### src/rtl/offset_loader_pkg.sv
// Shared types and sizes for the offset loader and the offsets adder.
package offset_loader_pkg;

  localparam int unsigned DATA_W      = 16;
  localparam int unsigned OFFSET_SIZE = 16;

  typedef logic signed [DATA_W-1:0] data_type;

  typedef enum logic {LD_FILL, LD_FULL} loader_state_t;

endpackage

### src/rtl/offset_loader.sv
// Double-buffered offset loader: serial fill of a shadow bank, atomic commit to the active bank.
module offset_loader
  import offset_loader_pkg::*;
#(
  parameter int unsigned OUT_SIZE = OFFSET_SIZE
) (
  input  logic                          clk_i,
  input  logic                          rst_ni,
  input  logic                          wr_valid_i,
  input  data_type                      wr_data_i,
  output logic                          wr_ready_o,
  input  logic                          abort_i,
  input  logic                          apply_i,
  output data_type [0:OUT_SIZE-1]       offset_o,
  output logic                          offset_valid_o,
  output logic [$clog2(OUT_SIZE+1)-1:0] fill_cnt_o,
  output logic                          full_o
);

  localparam int unsigned CNT_W = $clog2(OUT_SIZE+1);

  loader_state_t             state_q, state_d;
  data_type [0:OUT_SIZE-1]   shadow_q;
  data_type [0:OUT_SIZE-1]   active_q;
  logic [CNT_W-1:0]          fill_cnt_q;
  logic                      rdy_q;
  logic                      valid_q;
  logic                      accept_c;
  logic                      commit_c;

  // Handshake and commit qualifiers derived from the current state
  always_comb begin
    wr_ready_o = rdy_q & (state_q == LD_FILL) & ~abort_i;
    accept_c   = wr_valid_i & wr_ready_o;
    commit_c   = (state_q == LD_FULL) & apply_i;
  end

  // Next-state logic; apply beats abort in FULL, abort beats a word in FILL
  always_comb begin
    state_d = state_q;
    case (state_q)
      LD_FILL: begin
        if (!abort_i && accept_c && (fill_cnt_q == CNT_W'(OUT_SIZE - 1)))
          state_d = LD_FULL;
      end
      LD_FULL: begin
        if (apply_i || abort_i)
          state_d = LD_FILL;
      end
      default: state_d = LD_FILL;
    endcase
  end

  // Shadow bank, active bank, fill counter and state register
  always_ff @(posedge clk_i or negedge rst_ni) begin
    if (!rst_ni) begin
      state_q    <= LD_FILL;
      shadow_q   <= '0;
      active_q   <= '0;
      fill_cnt_q <= '0;
      rdy_q      <= 1'b0;
      valid_q    <= 1'b0;
    end else begin
      rdy_q   <= 1'b1;
      state_q <= state_d;
      if (commit_c) begin
        active_q   <= shadow_q;
        valid_q    <= 1'b1;
        fill_cnt_q <= '0;
      end else if (abort_i) begin
        fill_cnt_q <= '0;
      end else if (accept_c) begin
        for (int unsigned i = 0; i < OUT_SIZE; i++) begin
          if (fill_cnt_q == CNT_W'(i))
            shadow_q[i] <= wr_data_i;
        end
        fill_cnt_q <= fill_cnt_q + CNT_W'(1);
      end
    end
  end

  // Outputs come straight from registers
  always_comb begin
    offset_o       = active_q;
    offset_valid_o = valid_q;
    fill_cnt_o     = fill_cnt_q;
    full_o         = (state_q == LD_FULL);
  end

endmodule

### config.mk
export PLATFORM = sky130hd
export DESIGN_NAME = offset_loader
export DESIGN_NICKNAME = d
export VERILOG_FILES = /design/src/rtl/offset_loader_pkg.sv /design/src/rtl/offset_loader.sv
export SDC_FILE = /design/constraint.sdc
export NUM_CORES = 1
export LEC_CHECK = 0
export CAP_MARGIN = 20
export CORE_UTILIZATION = 50
export CTS_BUF_LIST = sky130_fd_sc_hd__clkbuf_8
export DETAILED_ROUTE_END_ITERATION = 10
export PLACE_DENSITY = 0.76
export SETUP_SLACK_MARGIN = 0.4
export SLEW_MARGIN = 20
export SYNTH_ARGS = -nofsm -noshare
export SYNTH_HDL_FRONTEND = slang
export SYNTH_SLANG_ARGS = --single-unit
### constraint.sdc
create_clock -name clk_i -period 3.41 [get_ports clk_i]
set_input_delay 0.682 -clock clk_i [delete_from_list [all_inputs] [get_ports clk_i]]
set_output_delay 0.682 -clock clk_i [all_outputs]
set_load 0.005 [all_outputs]
==> After elaboration in Yosys (flattened, before gate mapping) <==
Cells that the tools add are included.
{ "op_classes": {"eq_ne": 15, "addsub": 1, "mux": 6, "n_reduce_logical": 22, "shift": 0, "magnitude_cmp": 0, "div_mod_pow": 0, "bitwise_logic": 7, "multipliers": 0} }
{ "op_table": {"columns": ["op", "n"], "rows": [
  ["4-bit AND reduction", 16],
  ["5-bit by 4-bit == test with 1-bit output, second input constant", 8],
  ["5-bit by 3-bit == test with 1-bit output, second input constant", 4],
  ["5-bit two-way mux", 3],
  ["5-bit by 2-bit == test with 1-bit output, second input constant", 2],
  ["5-bit by 1-bit adder with 5-bit output, second input constant", 1],
  ["5-bit by 1-bit == test with 1-bit output, second input constant", 1],
  ["5-bit zero test", 1],
  ["1-bit bitwise AND", 4],
  ["1-bit inverter", 3],
  ["3-bit nonzero test", 1],
  ["1-bit logical AND", 2],
  ["1-bit two-way mux", 2],
  ["1-bit case mux with 2 select lines", 1],
  ["1-bit zero test", 1],
  ["1-bit logical OR", 1]
]} }
{ "word_totals": {"mem_count": 0, "inputBits": 21, "register_bits": 520, "mem_bits_ro": 0, "out_inout_bits": 264, "latch_bits": 0, "ramBits": 0, "word_cells": 87} }

==> Logic depth before layout (Yosys ltp) <==
{ "logic_depth": {"word_depth": 8, "ltp_mapped": 6, "depth_no_buf": 5} }

==> Worst setup path before layout <==
No wires, ideal clock.
{ "synth_timing": {"kind": "input port to flip-flop", "startpoint": "in abort_i", "endpoint": "reg shadow_q[37] in the netlist's numbering", "cell_stages": 6, "arrival_ns": 1.832, "slack_ns": 1.452, "setup_ns": 0.125, "n_path_buf": 3, "required_ns": 3.285, "cell_sequence": "and4b_1 buf_6 and4_4 buf_6 buf_12 mux2_4"} }
{ "synth_via": {"elab_chain_cells": 4} }
{ "synth_lines": {"columns": ["item", "line_no", "rtl"], "rows": [
  ["start: declaration", "offset_loader.sv:12", "input logic abort_i,"],
  ["1-bit inverter (no line) *", null, null],
  ["1-bit bitwise AND", "offset_loader.sv:33", "wr_ready_o = rdy_q & (state_q == LD_FILL) & ~abort_i;"],
  ["1-bit bitwise AND", "offset_loader.sv:34", "accept_c = wr_valid_i & wr_ready_o;"],
  ["4-bit AND reduction (no line) *", null, null],
  ["end signal: indexed assignment", "offset_loader.sv:75", "shadow_q[i] <= wr_data_i;"],
  ["end: declaration", "offset_loader.sv:23", "data_type [0:OUT_SIZE-1] shadow_q;"]
]} }
Mark *: on every way between the ends. The rest lies on a longest branch, timed or not.
A chain may end at the register's enable or synchronous reset.

==> Worst setup path after layout <==
{ "layout_timing": {"startpoint": "reg state_q (netlist: full_o)", "endpoint": "out wr_ready_o"} }
{ "layout_via": {"elab_chain_cells": 3} }
{ "layout_lines": {"columns": ["item", "line_no", "rtl"], "rows": [
  ["start: declaration", "offset_loader.sv:22", "loader_state_t state_q, state_d;"],
  ["start signal: assignment", "offset_loader.sv:65", "state_q <= state_d;"],
  ["1-bit inverter", null, null],
  ["1-bit bitwise AND (2 in series)", "offset_loader.sv:33", null],
  ["end: declaration", "offset_loader.sv:11", "output logic wr_ready_o,"]
]} }
No other way between the ends.

==> impl_metrics.yaml <==
setup_path:
  cp.buffers_inverters: 1
  critPathMaxFanout: 10
  crit_chain: "nor3b_1, clkdlybuf4s50_1"
  crit_type: "reg2out"
  r2r_slack_ns: 1.28
  setup.worst_path.start_class: "flop"
  cp_slowest_stage_delay_ns: 0.56
  endpoint_kind: "output pin"
  path_delay_family: "flip-flops"
  r2r_start: "fill_cnt_o[1]"
  required_ns: 2.73
  rr_endpoint: "shadow_q[118]"
  crit_slowest_cell: "dfrtp_1"
  arrival_ns: 1.96
  r2r_cells: 5
synth:
  synth_top_area_share: 0.653
  avgSynthCellArea_um2: 17.4
  ys_top_cells_by_area: "dfrtp_1 (65%), mux2_2 (25%), mux2_4 (4.5%), nand4_4 (0.85%), buf_6 (0.79%)"
  yosysUniqueCellTypes: 36
  synth_fp_nets: 1174
  syn_area_um2: 19900
  ys_warn_count: 0
  synthCells: 1148
  yosysTopAreaCell: "dfrtp_1"
  ys_seq_area_frac: 0.653
  synth_flop_cell: "dfrtp_1"
  ys_seq_elements: 520
  synth_edf_count: 0
  synthArstFlopShare: 1.00
timing:
  setup_violations: 0
  hold_violations: 0
  fin_crit_sh: 0.774
  worstMarginPinSlew_ns: 1.11
  setup_tns_ns: 0
  rsz0062_at_grt: "false"
  max-slew-margin-rel: 0.258
  fin_crit_ns: 2.64
  drv_slew: 0
  max_freq_ghz: 0.379
  fin_worst_skew_ns: 0.0165
  holdWs_ns: 0.482
floorplan:
  dieArea_um2: 40700
  die_w_um: 202
  start_util: 0.511
  die_h_um: 202
  coreArea_um2: 39000
  rows: 72
  ios: 285
power:
  powerDensity_nw_per_um2: 487
  p_leak_nw: 12.8
  totalPowerFinal_mw: 12.2
  ir_drop_mv: 0.377
layout:
  utilization: 0.642
  nNetsFinal: 1507
  drive_gt1_frac: 0.439
  most-common-layout-cells: "dfrtp_1 (520), mux2_2 (450), clkdlybuf4s50_1 (282), clkbuf_8 (107), mux2_4 (60)"
  synthToLayoutAreaGrowth_pct: 25.7
  final_common_cell: "dfrtp_1"
  multi_input_area_um2: 6520
  ff_latch_area_um2: 13000
  fillers: 2813
hold_path:
  hold_class: "reg2reg"
  hold_depth: 1
  min_to: "shadow_q[191]"
  min_from: "shadow_q[191]"
clock_tree:
  clock_latency_ns: 0.63
  cts_buffer_depth: 3
  clk_pin_slew_ns: 0.06
  numCtsBuffers: 84
  cts-htree-levels: 3
  cts_tree: "done"
  cts_sinks: 520
  ctsResizeCount: 0
  clock-root-buffer: "clkbuf_8"
grt:
  grt_pass1_vias: 11600
  grt_overflow: 0
  grt_max_degree: 94
  grt_usage: 0.232
  grt_pass1_wl_mm: 71.1
  antenna_found_initial: 3
placement:
  dp_hpwl_mm: 29.3
  numPortBuffers: 284
  gp_congestion: 0.764
drt:
  drt-total-wl_mm: 46.1
  drt-initial-drc-count: 489
  firstDrtPassIters: 4
  antenna_left: 0
  wl_per_cell_um: 22.3
  drc: 0
  vias_per_cell: 5.30
  vias: 10900
flow_run:
  drv_cap: 0
outcome:
  outcome: "completed"
-- sequential cells by signal (all words and copies together), names as in the netlist --
| name | flops |
|---|---|
| shadow_q | 256 |
| offset_valid_o | 1 |
| fill_cnt_o | 5 |
| full_o | 1 |
| offset_o | 256 |
| rdy_q | 1 |
-- metal layers --
layer / global-route usage / wire (um) / up-vias
li1: - / - / 4744
met2: 0.366 / 21800 / 285
met5: 0 / 0 / -
met1: 0.327 / 21000 / 5827
met3: 0.0492 / 2470 / 73
met4: 0.0655 / 859 / 0
-- through the flow --
step                instances  instance area (um2)  setup WS (ns)
floorplan                1148                19900           1.45
global placement         1912                23400          0.688
detailed placement       1912                23300          0.672
CTS                      2061                25100          0.707
global route             2061                25100          0.636
finish                   2062                25100          0.769
-- cells by family (layout without fill, tap and decap cells) --
group	count (synthesis)	count (layout)	synth area share
simple gates	34	34	0.0197
mux	515	515	0.302
other cells	1	2	0.000188
flops	520	520	0.653
compound gates	4	4	0.00138
buf+inv	69	464	0.0211
fa+ha+maj	5	5	0.00314
-- final cells by class --
type,instances,share of cell area
flip-flops and latches,520,0.519
multi-input cells,559,0.260
repair buffers,312,0.126
clock buffers,107,0.0588
well taps,518,0.0259
clock inverters,41,0.00904
inverters,4,0.000599
diodes,1,0.0000999
-- cell usage after synthesis (2+ instances only) --
cell / number
dfrtp_1: 520
mux2_2: 450
mux2_4: 60
buf_2: 29
clkbuf_1: 18
buf_6: 14
nand4_4: 8
ha_1: 5
nand2_1: 4
nand2_2: 4
inv_1: 3
mux2_1: 3
a22o_1: 2
and4bb_2: 2
buf_1: 2
mux2i_1: 2
nand2b_1: 2
nor2b_1: 2
-- timing repair --
action / in CTS / in global routing
hold buffers: 1 / 0
endpoints found under the setup margin: 0 / 0
setup buffers: 0 / 0
endpoints found under the hold margin: 41 / 0
-- where the power goes --
group | internal [mW] | switching (mW)
clock network | 2.96 | 2.38
logic | 0.201 | 0.263
registers | 6.31 | 0.0776
-- worst max-delay path by stage --
stage | cells after the start | to | start | slack (ns)
2_1_floorplan | 6 | shadow_q[37] | abort_i | 1.45
3_3_place_gp | 5 | shadow_q[102] | abort_i | 0.69
3_5_place_dp | 5 | shadow_q[102] | abort_i | 0.67
4_1_cts | 2 | wr_ready_o | full_o | 0.71
5_1_grt | 2 | wr_ready_o | full_o | 0.64
6_report | 2 | wr_ready_o | full_o | 0.77
Note: power is estimated with default switching activity, not from simulation.
